===== src/rtl/fib_engine.sv =====
// fib_engine - iterative Fibonacci / Lucas term generator.
//
// Accepts an index n and a mode over a valid/ready request channel, walks the
// sequence one step per clock, and returns X(n) mod 2^W plus an overflow flag
// over a valid/ready response channel. One request in flight at a time.
//
// Parameters
//   W  result/datapath width (W >= 2)
//   N  index width; maximum index is 2^N-1
//
// Ports
//   clk        clock, rising edge
//   rst        asynchronous, active-high reset
//   in_valid   request valid
//   in_ready   engine idle and able to accept a request
//   in_n       requested index
//   in_mode    0 = Fibonacci (X0=0, X1=1), 1 = Lucas (X0=2, X1=1)
//   abort      cancel the computation in progress (ignored in IDLE/DONE)
//   out_valid  result valid
//   out_ready  consumer accepts the result
//   out_data   X(n) mod 2^W
//   out_ovf    true X(n) >= 2^W
//   busy       computation in progress (SEED or CALC)
//
// State | meaning
// ------+----------------------------------------------------------
// IDLE  | waiting for a request; in_ready=1
// SEED  | load a=X0, b=X1 for the latched mode, clear overflow, k=0
// CALC  | step the recurrence until k==n, then capture a
// DONE  | result presented; out_valid=1 until out_ready

module fib_engine #(
  parameter int W = 16,
  parameter int N = 6
) (
  input  logic         clk,
  input  logic         rst,
  input  logic         in_valid,
  output logic         in_ready,
  input  logic [N-1:0] in_n,
  input  logic         in_mode,
  input  logic         abort,
  output logic         out_valid,
  input  logic         out_ready,
  output logic [W-1:0] out_data,
  output logic         out_ovf,
  output logic         busy
);

  typedef enum logic [1:0] {
    S_IDLE = 2'd0,
    S_SEED = 2'd1,
    S_CALC = 2'd2,
    S_DONE = 2'd3
  } state_t;

  state_t       state;
  state_t       state_nxt;

  logic [N-1:0] n_q;
  logic         mode_q;
  logic [N-1:0] k;
  logic [W-1:0] a;
  logic [W-1:0] b;
  logic         ovf_a;
  logic         ovf_b;
  logic [W:0]   sum;
  logic         at_n;

  // Sum is one bit wider than the datapath; bit W is the carry out.
  assign sum  = {1'b0, a} + {1'b0, b};
  assign at_n = (k == n_q);

  always_ff @(posedge clk or posedge rst) begin
    if (rst) state <= S_IDLE;
    else     state <= state_nxt;
  end

  always_comb begin
    state_nxt = state;
    case (state)
      S_IDLE: if (in_valid)   state_nxt = S_SEED;
      S_SEED: state_nxt = abort ? S_IDLE : S_CALC;
      S_CALC: begin
        if (abort)     state_nxt = S_IDLE;
        else if (at_n) state_nxt = S_DONE;
      end
      S_DONE: if (out_ready)  state_nxt = S_IDLE;
      default:                state_nxt = S_IDLE;
    endcase
  end

  always_ff @(posedge clk or posedge rst) begin
    if (rst) begin
      n_q      <= '0;
      mode_q   <= 1'b0;
      k        <= '0;
      a        <= '0;
      b        <= '0;
      ovf_a    <= 1'b0;
      ovf_b    <= 1'b0;
      out_data <= '0;
      out_ovf  <= 1'b0;
    end else begin
      case (state)
        S_IDLE: begin
          if (in_valid) begin
            n_q    <= in_n;
            mode_q <= in_mode;
          end
        end
        S_SEED: begin
          // Seeding is harmless on abort: the registers are reloaded before use.
          a     <= mode_q ? W'(2) : W'(0);
          b     <= W'(1);
          ovf_a <= 1'b0;
          ovf_b <= 1'b0;
          k     <= '0;
        end
        S_CALC: begin
          if (!abort) begin
            if (at_n) begin
              out_data <= a;
              out_ovf  <= ovf_a;
            end else begin
              // Overflow is sticky and trails b by one step, so a wrap that
              // only reaches X(n+1) never marks the returned X(n).
              a     <= b;
              b     <= sum[W-1:0];
              ovf_a <= ovf_b;
              ovf_b <= sum[W] | ovf_a | ovf_b;
              k     <= k + N'(1);
            end
          end
        end
        default: ;
      endcase
    end
  end

  assign in_ready  = (state == S_IDLE);
  assign out_valid = (state == S_DONE);
  assign busy      = (state == S_SEED) || (state == S_CALC);

endmodule


===== config.mk =====
export PLATFORM = sky130hd
export DESIGN_NAME = fib_engine
export DESIGN_NICKNAME = d
export VERILOG_FILES = /design/src/rtl/fib_engine.sv
export SDC_FILE = /design/constraint.sdc
export NUM_CORES = 1
export LEC_CHECK = 0
export BUFFER_PORTS_ARGS = -buffer_cell sky130_fd_sc_hd__buf_2
export CAP_MARGIN = 5
export CORE_MARGIN = 2
export CORE_UTILIZATION = 55
export CTS_CLUSTER_SIZE = 14
export DETAILED_ROUTE_END_ITERATION = 6
export PLACE_DENSITY = 0.72
export SYNTH_ARGS = -nofsm -noshare
export SYNTH_HDL_FRONTEND = slang
export SYNTH_SLANG_ARGS = --single-unit

===== constraint.sdc =====
create_clock -name clk -period 2.4 [get_ports clk]
set_clock_uncertainty 0.1 [all_clocks]
set_input_delay 0.24 -clock clk [delete_from_list [all_inputs] [get_ports clk]]
set_output_delay 0.24 -clock clk [all_outputs]
set_load 0.01 [all_outputs]

# Yosys cells after proc, flatten, opt, wreduce, memory -nomap -nowiden
# Cells that the tools add are included.
# op_classes
n_addsub	2
eq_ne	9
n_mux	22
n_bitwise	3
n_reduce_logical	7
# op_table
operator	count
2-to-1 mux 16 bit	4
case mux 16 bit (2 select lines)	2
adder 16 x 16 -> 17 bit	1
2-to-1 mux 2 bit	6
2-to-1 mux 6 bit	2
case mux 6 bit (2 select lines)	1
AND reduction 3 bit	3
case mux 2 bit (4 select lines)	1
adder 6 x 1 -> 6 bit (second input constant)	1
== test 6 bit	1
!= test 2 bit (second input constant)	3
== test 2 bit (second input constant)	2
2-to-1 mux 1 bit	4
case mux 1 bit (2 select lines)	2
!= test 3 bit (second input constant)	1
== test 2 x 1 -> 1 bit (second input constant)	1
logical NOT 2 bit	1
!= test 2 x 1 -> 1 bit (second input constant)	1
OR 1 bit	2
AND reduction 2 bit	1
nonzero test 2 bit	1
logical OR 1 bit	1
NOT 1 bit	1
# word_totals
register_bits	66
input_bits	12
output_inout_bits	20
elab_cells	53

# Logic depth before layout (Yosys ltp)
# Gate-level depths: netlist of run 1.
# depth
ltp_word	6
ltp_mapped	8
depth_no_buf	8

# Worst setup path after synthesis of run 1
# No wires, ideal clock.
# synth_timing
kind	register to register
start	reg a[0]
end	reg b[12]
setup_time_ps	83
arrival_ps	2067
t_required_ps	2217
setup_slack_ps	151
stages_incl_launch_ff	9
n_path_buf	0
synth_period_minus_slack_ps	2249
cell_sequence	dfrtp_1 ha_1 fa_1 a21o_1 a311o_1 a21oi_1 o31ai_1 xnor2_1 o21ai_0
# synth_via
elab_chain_cells	4
# synth_lines
element	line	rtl
from (decl)	63	logic [W-1:0] a;
from (signal assigned)	114	a <= mode_q ? W'(2) : W'(0);
adder 16 x 16 -> 17 bit	71	assign sum = {1'b0, a} + {1'b0, b};
2-to-1 mux 16 bit	122	if (at_n) begin
2-to-1 mux 16 bit	121	if (!abort) begin
case mux 16 bit (2 select lines)	105	case (state)
to (signal assigned)	129	b <= sum[W-1:0];
to (decl)	64	logic [W-1:0] b;
# Every way passes these cells. The select of a mux whose other input is x is not followed.
# A chain may end at the register's enable or synchronous reset.

# Worst setup path after layout of run 1
# layout_timing
start	reg b[0]
end	reg b[12]
# layout_via
elab_chain_cells	4
# layout_lines
element	line
adder 16 x 16 -> 17 bit	71
2-to-1 mux 16 bit	122
2-to-1 mux 16 bit	121
case mux 16 bit (2 select lines)	105
# Every way passes these cells. The select of a mux whose other input is x is not followed.

==> metrics.csv, run 1 <==
stage,metric,value,unit
clocking,tritoncts,yes,
power,p_leak,2.03,nW
logic_synthesis,synth_edf_count,0,
place,pre_cts_ws,-0.0317,ns
logic_synthesis,ys_types,45,
timing,postLayoutSetupSlackWorst,0.142,ns
global_route,globalRoute.totalOverflow,0,
routing,via_per_inst,5.67,
power,vdd_drop_max,0.000518,V
routing,drt-initial-drc-count,183,
critical_path,worstSetupPathType,register to register,
outcome,status,completed,
logic_synthesis,synth.most_common_cell,dfrtp_1,
cells_and_area,layout-drive-gt1-share,24.3,%
place,dpl_cell_area,3760,um^2
worst_hold_path,min_path_type,primary input to register,
timing,fmax,443,MHz
timing,finalHoldViolCount,0,
timing,maxSlewViolCount,0,
clocking,cts_buffers,9,
logic_synthesis,synth_seq_cells,66,
cells_and_area,antennaDiodeCount,0,
critical_path,crit_arrival,2.37,ns
cells_and_area,nets,408,
global_route,grt_max_degree,67,
critical_path,reg2reg_depth,8,
critical_path,critPathLaunchType,register,
critical_path,r2r-end,b[12],
routing,dr_total_vias,2573,
global_route,grt_pass1_vias,2487,
critical_path,r2r_start,b[0],
die,die_y,83.5,um
critical_path,r2r_slack,0.14,ns
timing,max_slew_margin,66.5,%
logic_synthesis,yosysSeqAreaShare,47.5,%
critical_path,cp_max_fo,3,
timing,grt_setup_unrepaired,no,
routing,ant_nets,0,
clocking,numClockSinks,66,
cells_and_area,areaGrowthSynthToFinish,14.1,%
die,rows,28,
clocking,htree_levels,3,
place,port_buffers,31,
timing,setup_violations,0,
routing,routed_wl,6710,um
critical_path,crit_path_end,b[12],
critical_path,setup.worst_path.start,b[0],
power,powerDensity,746,nW/um^2
die,die_x,83.5,um
flow_run,max-cap-violations,0,
power,p_sw,0.000968,W
logic_synthesis,synth_area_leaders,"dfrtp_1 47%, mux2_2 7.8%, ha_1 7.6%, nand2_1 5.4%, nand3_1 4.9%",
global_route,antenna_found_initial,0,
global_route,grt_use_total,20.9,%
clocking,clk_latency,0.34,ns
routing,wire_per_inst,14.8,um
logic_synthesis,ys_async_sr_fraction,100,%
place,dp_hpwl,4590,um
critical_path,endpoint_kind,register,
clocking,root_buffer,clkbuf_8,
cells_and_area,stdcell_area,3970,um^2
logic_synthesis,postSynthCellCount,335,
place,place_congestion,0.809,
logic_synthesis,ys_warn_count,0,
timing,fin_crit_sh,94.1,%
die,start_util,57.7,%
power,pwr-share-seq,44.8,%
routing,drtPass1Iterations,4,
logic_synthesis,yosys.area.top_type,dfrtp_1,
global_route,grt_pass1_wl,11800,um
logic_synthesis,syn_avg_cell_area,10.4,um^2
logic_synthesis,syn_area,3480,um^2
clocking,cts_buffer_depth,2,
logic_synthesis,ys_top_cells_by_count,"66 x dfrtp_1, 50 x nand2_1, 34 x nand3_1",
timing,worstMarginPinSlew,0.502,ns
clocking,path_clk_slew,0.07,ns
timing,min_period,2.26,ns
die,io_pins,32,
logic_synthesis,synthFlopType,dfrtp_1,
routing,post-route-drc-count,0,
power,p_clk_share,29.2,%
critical_path,cp.required,2.52,ns
die,coreArea,6030,um^2
power,combPwrFrac,26.0,%
power,p_int,0.00199,W
logic_synthesis,synth.top_cell.area_share,47.5,%
power,netSwitchingFraction,32.7,%
logic_synthesis,syn_nets,369,
die,die_area,6980,um^2
-- worst max-delay path: stages, from the launching register on --
cell and delay (ns):
dfrtp_1 0.39, ha_2 0.19, fa_2 0.35, a21o_1 0.19, a311o_1 0.36, a21oi_2 0.21
o31ai_2 0.11, xnor2_1 0.15, o21ai_0 0.08
-- sequential cells by signal (all words and copies together) (netlist names) --
signal,flops
out_data,16
ovf_a,1
ovf_b,1
b,16
k,6
state,2
n_q,6
a,16
out_ovf,1
mode_q,1
-- power groups by stage --
stage	logic (W)	clock network [W]	registers, W
4_1_cts	0.000769	0.000876	0.00133
3_3_place_gp	0.000742	0	0.00134
2_1_floorplan	0.000544	0	0.00133
6_report	0.000770	0.000863	0.00133
3_5_place_dp	0.000757	0	0.00135
5_1_grt	0.000863	0.000925	0.00135
-- metal layers --
| layer | GRT usage (%) | vias up | routed length (um) |
|---|---|---|---|
| met5 | 0 | - | 0 |
| li1 | - | 1266 | - |
| met4 | 6.89 | 0 | 89 |
| met2 | 32.5 | 42 | 3140 |
| met1 | 29.1 | 1258 | 3240 |
| met3 | 4.85 | 7 | 241 |
-- area by class of cell --
cell class | count | area, um^2
clock buffers | 14 | 173
inverters | 7 | 26.3
repair buffers | 41 | 270
fillers | 493 | 2060
well taps | 75 | 93.8
multi-input cells | 249 | 1740
flip-flops and latches | 66 | 1650
clock inverters | 2 | 10.0
-- worst min-delay path by stage --
stage	slack, ns	end	cells after the start	from
finish	0.03	n_q[2]	2	in_n[2]
global route	0.02	n_q[0]	2	in_n[0]
CTS	0.02	n_q[0]	2	in_n[0]
detailed placement	0.24	out_data[1]	3	rst
global placement	0.24	k[3]	3	rst
floorplan	0.29	mode_q	1	in_mode
-- per-stage QoR --
stage / cells / utilization [%] / hold WS, ns / total power [W] / TNS, ns
floorplan: 335 / - / 0.291 / 0.00187 / 0
global placement: 437 / 62.4 / 0.236 / 0.00209 / 0
detailed placement: 437 / 62.4 / 0.239 / 0.00210 / -0.0418
CTS: 454 / 65.6 / 0.0186 / 0.00297 / 0
global route: 454 / 65.9 / 0.0193 / 0.00313 / 0
finish: 454 / 65.9 / 0.0284 / 0.00296 / 0
-- logic make-up (layout without fill, tap and decap cells) --
group,count (synthesis),after routing,synth area share (%)
AO/OA/AOI/OAI,63,63,11.9
flip-flops,66,66,47.5
AND/OR/NAND/NOR,119,119,16.4
adder cells (fa/ha/maj),22,22,8.13
buffers and inverters,20,64,3.02
XOR/XNOR,21,21,5.29
multiplexers,24,24,7.77
-- layout by cell type (no fill, tap or decap), drive strengths merged, types with 4 or more instances in the layout --
master	n
o21ai	17
nand2	50
xor2	13
inv	7
xnor2	8
ha	21
dfrtp	66
mux2	24
nand2b	4
o211ai	5
nor2	14
nand3	34
a21o	10
clkbuf	14
a21oi	13
buf	40
-- timing repair --
item | 4_1_cts | 5_1_grt
endpoints found under the hold margin | 66 | 0
gates resized for setup | 1 | 4
pin swaps | 0 | 2
setup buffers | 0 | 0
setup endpoints to repair | 2 | 7
hold buffers | 1 | 0
(Power assumes the default switching activity.)
==> run 2: changes to the inputs <==
--- a/config.mk
+++ b/config.mk
@@ -8,9 +8,11 @@
 export BUFFER_PORTS_ARGS = -buffer_cell sky130_fd_sc_hd__buf_2
 export CAP_MARGIN = 5
+export CELL_PAD_IN_SITES_DETAIL_PLACEMENT = 1
+export CELL_PAD_IN_SITES_GLOBAL_PLACEMENT = 2
 export CORE_MARGIN = 2
-export CORE_UTILIZATION = 55
+export CORE_UTILIZATION = 39
 export CTS_CLUSTER_SIZE = 14
 export DETAILED_ROUTE_END_ITERATION = 6
-export PLACE_DENSITY = 0.72
+export PLACE_DENSITY = 0.77
 export SYNTH_ARGS = -nofsm -noshare
 export SYNTH_HDL_FRONTEND = slang
==> constraint.sdc (replaced) <==
create_clock -name clk -period 2.4 [get_ports clk]
set_clock_uncertainty 0.1 [all_clocks]
set_input_delay 0.48 -clock clk [delete_from_list [all_inputs] [get_ports clk]]
set_output_delay 0.48 -clock clk [all_outputs]
set_load 0.01 [all_outputs]
==> run 2 against run 1 <==
Against the previous run:
- cell area is 3.0% higher
- total power increased by 8.8%
- first-iteration DRC count is 58% lower
- clock-buffer cell count decreased by 5
- clock power up 24%
- fmax shrank 0.19%
- utilization down 19 points
- register-to-register slack is essentially flat
- cell count up 8.4%
- non-clock buffer count up 5
- hold slack worse by 0.021 ns
- wire length increased by 22%
- critical path type unchanged
- highest routed layer unchanged
==> metrics.csv, run 2 (synthesis results as in run 1) <==
stage,metric,value,unit
timing,setup_violations,0,
place,place_inst,476,
clocking,clk_latency,0.35,ns
timing,fin_tns_setup,0,ns
die,die_area,9690,um^2
routing,ant_nets,0,
global_route,grt_pass1_wl,14000,um
timing,grt_setup_unrepaired,yes,
critical_path,cp_max_fo,3,
critical_path,r2r_start,a[0],
cells_and_area,antennaDiodeCount,0,
global_route,grt_pass1_vias,2789,
global_route,top_usage_layer,met2,
place,pre_cts_ws,-0.0741,ns
critical_path,cpMaxStageDelayCell,dfrtp_1,
cells_and_area,final_common_cell,dfrtp_1,
routing,drtPass1Iterations,4,
critical_path,crit_family,compound AO/OA/AOI/OAI gates,
die,start_util,40.1,%
timing,max_slew_margin,65.7,%
timing,fmax,442,MHz
global_route,grt_use_met3,3.83,%
cells_and_area,layout-drive-gt1-share,26.0,%
global_route,grtUsageMet1,24.2,%
global_route,grt_max_degree,35,
clocking,hold_buffers,0,
die,coreArea,8680,um^2
die,rows,34,
critical_path,endpoint_kind,register,
cells_and_area,areaGrowthSynthToFinish,17.5,%
cells_and_area,final_cell_mix,"66 x dfrtp_1, 50 x nand2_1, 34 x nand3_1",
clocking,root_buffer,clkbuf_8,
global_route,grtUsageMet2,29.3,%
timing,maxSlewViolCount,0,
critical_path,crit_buf_inv,0,
critical_path,critPathLaunchType,register,
critical_path,worstSetupPathType,register to register,
place,place_congestion,0.811,
routing,drt-initial-drc-count,77,
clocking,postCtsSetupBuffers,0,
die,die_y,98.5,um
place,port_buffers,31,
timing,worstMarginPinSlew,0.514,ns
die,die_x,98.5,um
critical_path,r2r-end,b[12],
routing,post-route-drc-count,0,
power,vdd_drop_max,0.000360,V
cells_and_area,stdcell_count,492,
timing,min_period,2.26,ns
timing,finalHoldWorstSlack,0.00780,ns
power,powerDensity,787,nW/um^2
timing,postLayoutSetupSlackWorst,0.138,ns
clocking,cts_buffers,9,
timing,finalHoldViolCount,0,
critical_path,reg2reg_depth,8,
critical_path,setup.worst_path.start,a[0],
cells_and_area,biggestRegsByFlops,"a (16), b (16), out_data (16)",
critical_path,cp.required,2.56,ns
clocking,tritoncts,yes,
outcome,status,completed,
cells_and_area,final_util,47.1,%
worst_hold_path,min_path_type,primary input to asynchronous set/reset pin,
critical_path,crit_arrival,2.42,ns
critical_path,r2r_slack,0.14,ns
clocking,numClockSinks,66,
global_route,grt_use_total,17.9,%
clocking,path_clk_slew,0.09,ns
routing,via_per_inst,5.37,
critical_path,cp_cell_sequence,"ha_2, fa_2, a21o_1, a311o_1, a21oi_2, o31ai_2, xnor2_1, o21ai_1",
global_route,globalRoute.totalOverflow,0,
place,dp_hpwl,5880,um
clocking,cts_buffer_depth,2,
flow_run,max-cap-violations,0,
timing,fin_crit_sh,94.2,%
routing,dr_total_vias,2641,
global_route,antenna_found_initial,0,
power,p_leak,2.07,nW
critical_path,cpPeakStageDelay,0.42,ns
routing,routed_wl,8150,um
clocking,htree_levels,3,
cells_and_area,nets,413,
routing,wire_per_inst,16.6,um
die,io_pins,32,
run 2: cell types whose count changed in the layout (fill, tap and decap cells not counted), sizes merged:
cell,before,now
buf,40,46
clkbuf,14,9
bufinv,0,2
clkinv,2,3
clkinvlp,0,1
dlygate4sd3,1,0
inv,7,8
run 2: timing repair:
| action | CTS | global route |
|---|---|---|
| endpoints found under the setup margin | 4 | 7 |
| resized for setup | 3 | 5 |
| pin swaps | 2 | 3 |
run 2: worst max path at each step:
| stage | to | cells past startpoint | slack [ns] |
|---|---|---|---|
| final | b[12] | 8 | 0.14 |
| after global routing | b[12] | 8 | -0.006 |
| after CTS | b[12] | 8 | 0.04 |
| after detailed placement | b[12] | 8 | -0.07 |
| after global placement | b[8] | 8 | 0.02 |
| after floorplan | b[12] | 8 | 0.15 |
run 2: report_power, final:
| group | switching [W] | internal (W) |
|---|---|---|
| clock network | 0.000481 | 0.000594 |
| logic | 0.000487 | 0.000326 |
| registers | 0.000104 | 0.00123 |
| total | 0.00107 | 0.00215 |
run 2: per-layer routing:
layer	vias up	routed length (um)
met3	10	194
li1	1270	-
met2	31	3890
met1	1330	3980
met5	-	0
met4	0	89
run 2: layout make-up:
type,instances,area (um^2)
clock buffers,9,124
clock inverters,7,103
fillers,1000,4590
inverters,7,26.3
multi-input cells,249,1740
flip-flops and latches,66,1650
well taps,108,135
repair buffers,46,305
run 2: metrics by stage:
step / instance area, um^2 / total power, W
CTS: 4080 / 0.00327
finish: 4090 / 0.00322
detailed placement: 3840 / 0.00218
global route: 4090 / 0.00341
floorplan: 3480 / 0.00187
global placement: 3840 / 0.00214
==> run 3: changes to the inputs <==
CORE_ASPECT_RATIO = 1.4   (was unset)
==> run 3 against run 2 <==
Against the previous run:
- combinational power decreased by 2%
- first-iteration DRC count decreased by 38%
- clock power increased by 24%
- register-to-register slack about the same
- via count increased by 0.53%
- sequential power about the same
- clock-buffer cell count increased by 2
- critical path depth unchanged
- utilization increased by 1.2 points
- wire length decreased by 3.6%
- global-route usage decreased by 0.22 points
- sequential share of layout area decreased by 0.68 points
- critical path type unchanged
==> metrics.csv, run 3 (synthesis results as in run 1) <==
stage,metric,value,unit
die,die_x,83.8,um
timing,setup_violations,0,
global_route,grtUsageMet2,31.5,%
die,die_area,9700,um^2
place,place_inst,475,
global_route,top_usage_layer,met2,
critical_path,critPathLaunchType,register,
routing,drtPass1Iterations,4,
timing,fin_tns_setup,0,ns
die,rows,40,
clocking,hold_buffers,0,
place,dp_hpwl,5600,um
outcome,status,completed,
critical_path,cp.required,2.51,ns
global_route,grt_pass1_vias,2772,
critical_path,cp_max_fo,3,
global_route,globalRoute.totalOverflow,0,
critical_path,crit_arrival,2.37,ns
clocking,htree_levels,3,
place,port_buffers,31,
timing,min_period,2.26,ns
global_route,grt_use_met3,4.70,%
timing,fin_crit_sh,94.3,%
timing,max_slew_margin,65.0,%
worst_hold_path,min_path_type,primary input to asynchronous set/reset pin,
clocking,tritoncts,yes,
clocking,root_buffer,clkbuf_16,
routing,wire_per_inst,16.0,um
clocking,numClockSinks,66,
timing,maxSlewViolCount,0,
timing,worstMarginPinSlew,0.524,ns
clocking,cts_buffer_depth,2,
global_route,grtUsageMet1,20.5,%
cells_and_area,biggestRegsByFlops,"a (16), b (16), out_data (16)",
routing,drt-initial-drc-count,48,
die,coreArea,8610,um^2
routing,via_per_inst,5.41,
cells_and_area,areaGrowthSynthToFinish,19.5,%
cells_and_area,layout-drive-gt1-share,25.9,%
cells_and_area,nets,415,
die,die_y,116,um
timing,finalHoldViolCount,0,
clocking,postCtsSetupBuffers,0,
cells_and_area,final_util,48.3,%
routing,routed_wl,7860,um
clocking,clk_latency,0.33,ns
cells_and_area,stdcell_count,491,
clocking,path_clk_slew,0.06,ns
die,io_pins,32,
cells_and_area,final_common_cell,dfrtp_1,
cells_and_area,final_cell_mix,"66 x dfrtp_1, 50 x nand2_1, 34 x nand3_1",
timing,fmax,442,MHz
global_route,grt_pass1_wl,13500,um
routing,post-route-drc-count,0,
cells_and_area,antennaDiodeCount,0,
critical_path,endpoint_kind,register,
place,place_congestion,0.771,
power,p_leak,2.12,nW
global_route,antenna_found_initial,0,
critical_path,reg2reg_depth,8,
clocking,cts_buffers,9,
routing,dr_total_vias,2655,
global_route,grt_use_total,17.7,%
global_route,grt_max_degree,67,
power,powerDensity,831,nW/um^2
flow_run,max-cap-violations,0,
die,start_util,40.4,%
timing,grt_setup_unrepaired,yes,
power,vdd_drop_max,0.000480,V
critical_path,worstSetupPathType,register to register,
routing,ant_nets,0,
[run 3: final timing paths]
kind,start,end,slack (ns)
min in group clk,in_n[4],n_q[4],0.28
worst min register to register,out_data[11],out_data[11],0.40
max in group asynchronous,rst,a[8],1.79
worst max register to register,a[0],b[12],0.14
worst min-delay path,rst,out_data[1],0.12
worst max-delay path,a[0],b[12],0.14
[run 3: cell type report]
cell class / instances / area [um^2]
clock buffer: 11 / 253
clock inverter: 5 / 52.6
fill: 990 / 4450
sequential: 66 / 1650
multi-input combinational: 249 / 1740
tap: 105 / 131
timing repair buffer: 48 / 308
inverter: 7 / 26.3
[run 3: through the flow]
stage,setup slack (ns),instance area [um^2],hold slack [ns],power [W]
after floorplan,0.151,3480,0.352,0.00187
after global placement,0.0319,3840,0.374,0.00212
after detailed placement,-0.0591,3840,0.390,0.00216
after CTS,0.0164,4150,0.128,0.00351
after global routing,0.00368,4160,0.160,0.00366
final,0.136,4160,0.116,0.00346
[run 3: worst max-delay path, cell delays in order (launching register included)]
cell and delay (ns):
dfrtp_1 0.38, ha_1 0.23, fa_2 0.35, a21o_1 0.19, a311o_1 0.36, a21oi_2 0.19, o31ai_1 0.12, xnor2_1 0.15
o21ai_1 0.07
[run 3: layer usage]
metal	wire, um	share of wire [%]
met1	3270	42
met2	4270	54
met3	195	2.5
met4	113	1.4
met5	0	0
[run 3: timing repair]
item	in CTS	in global routing
pin swaps	2	2
endpoints found under the setup margin	3	6
gates resized for setup	1	4
endpoints found under the hold margin	0	0
[run 3: where the power goes]
group / switching, W / leakage, nW / internal (W)
Clock: 0.000471 / 0.151 / 0.000854
Sequential: 0.000106 / 0.896 / 0.00123
Combinational: 0.000482 / 1.07 / 0.000312
Total: 0.00106 / 2.12 / 0.00240
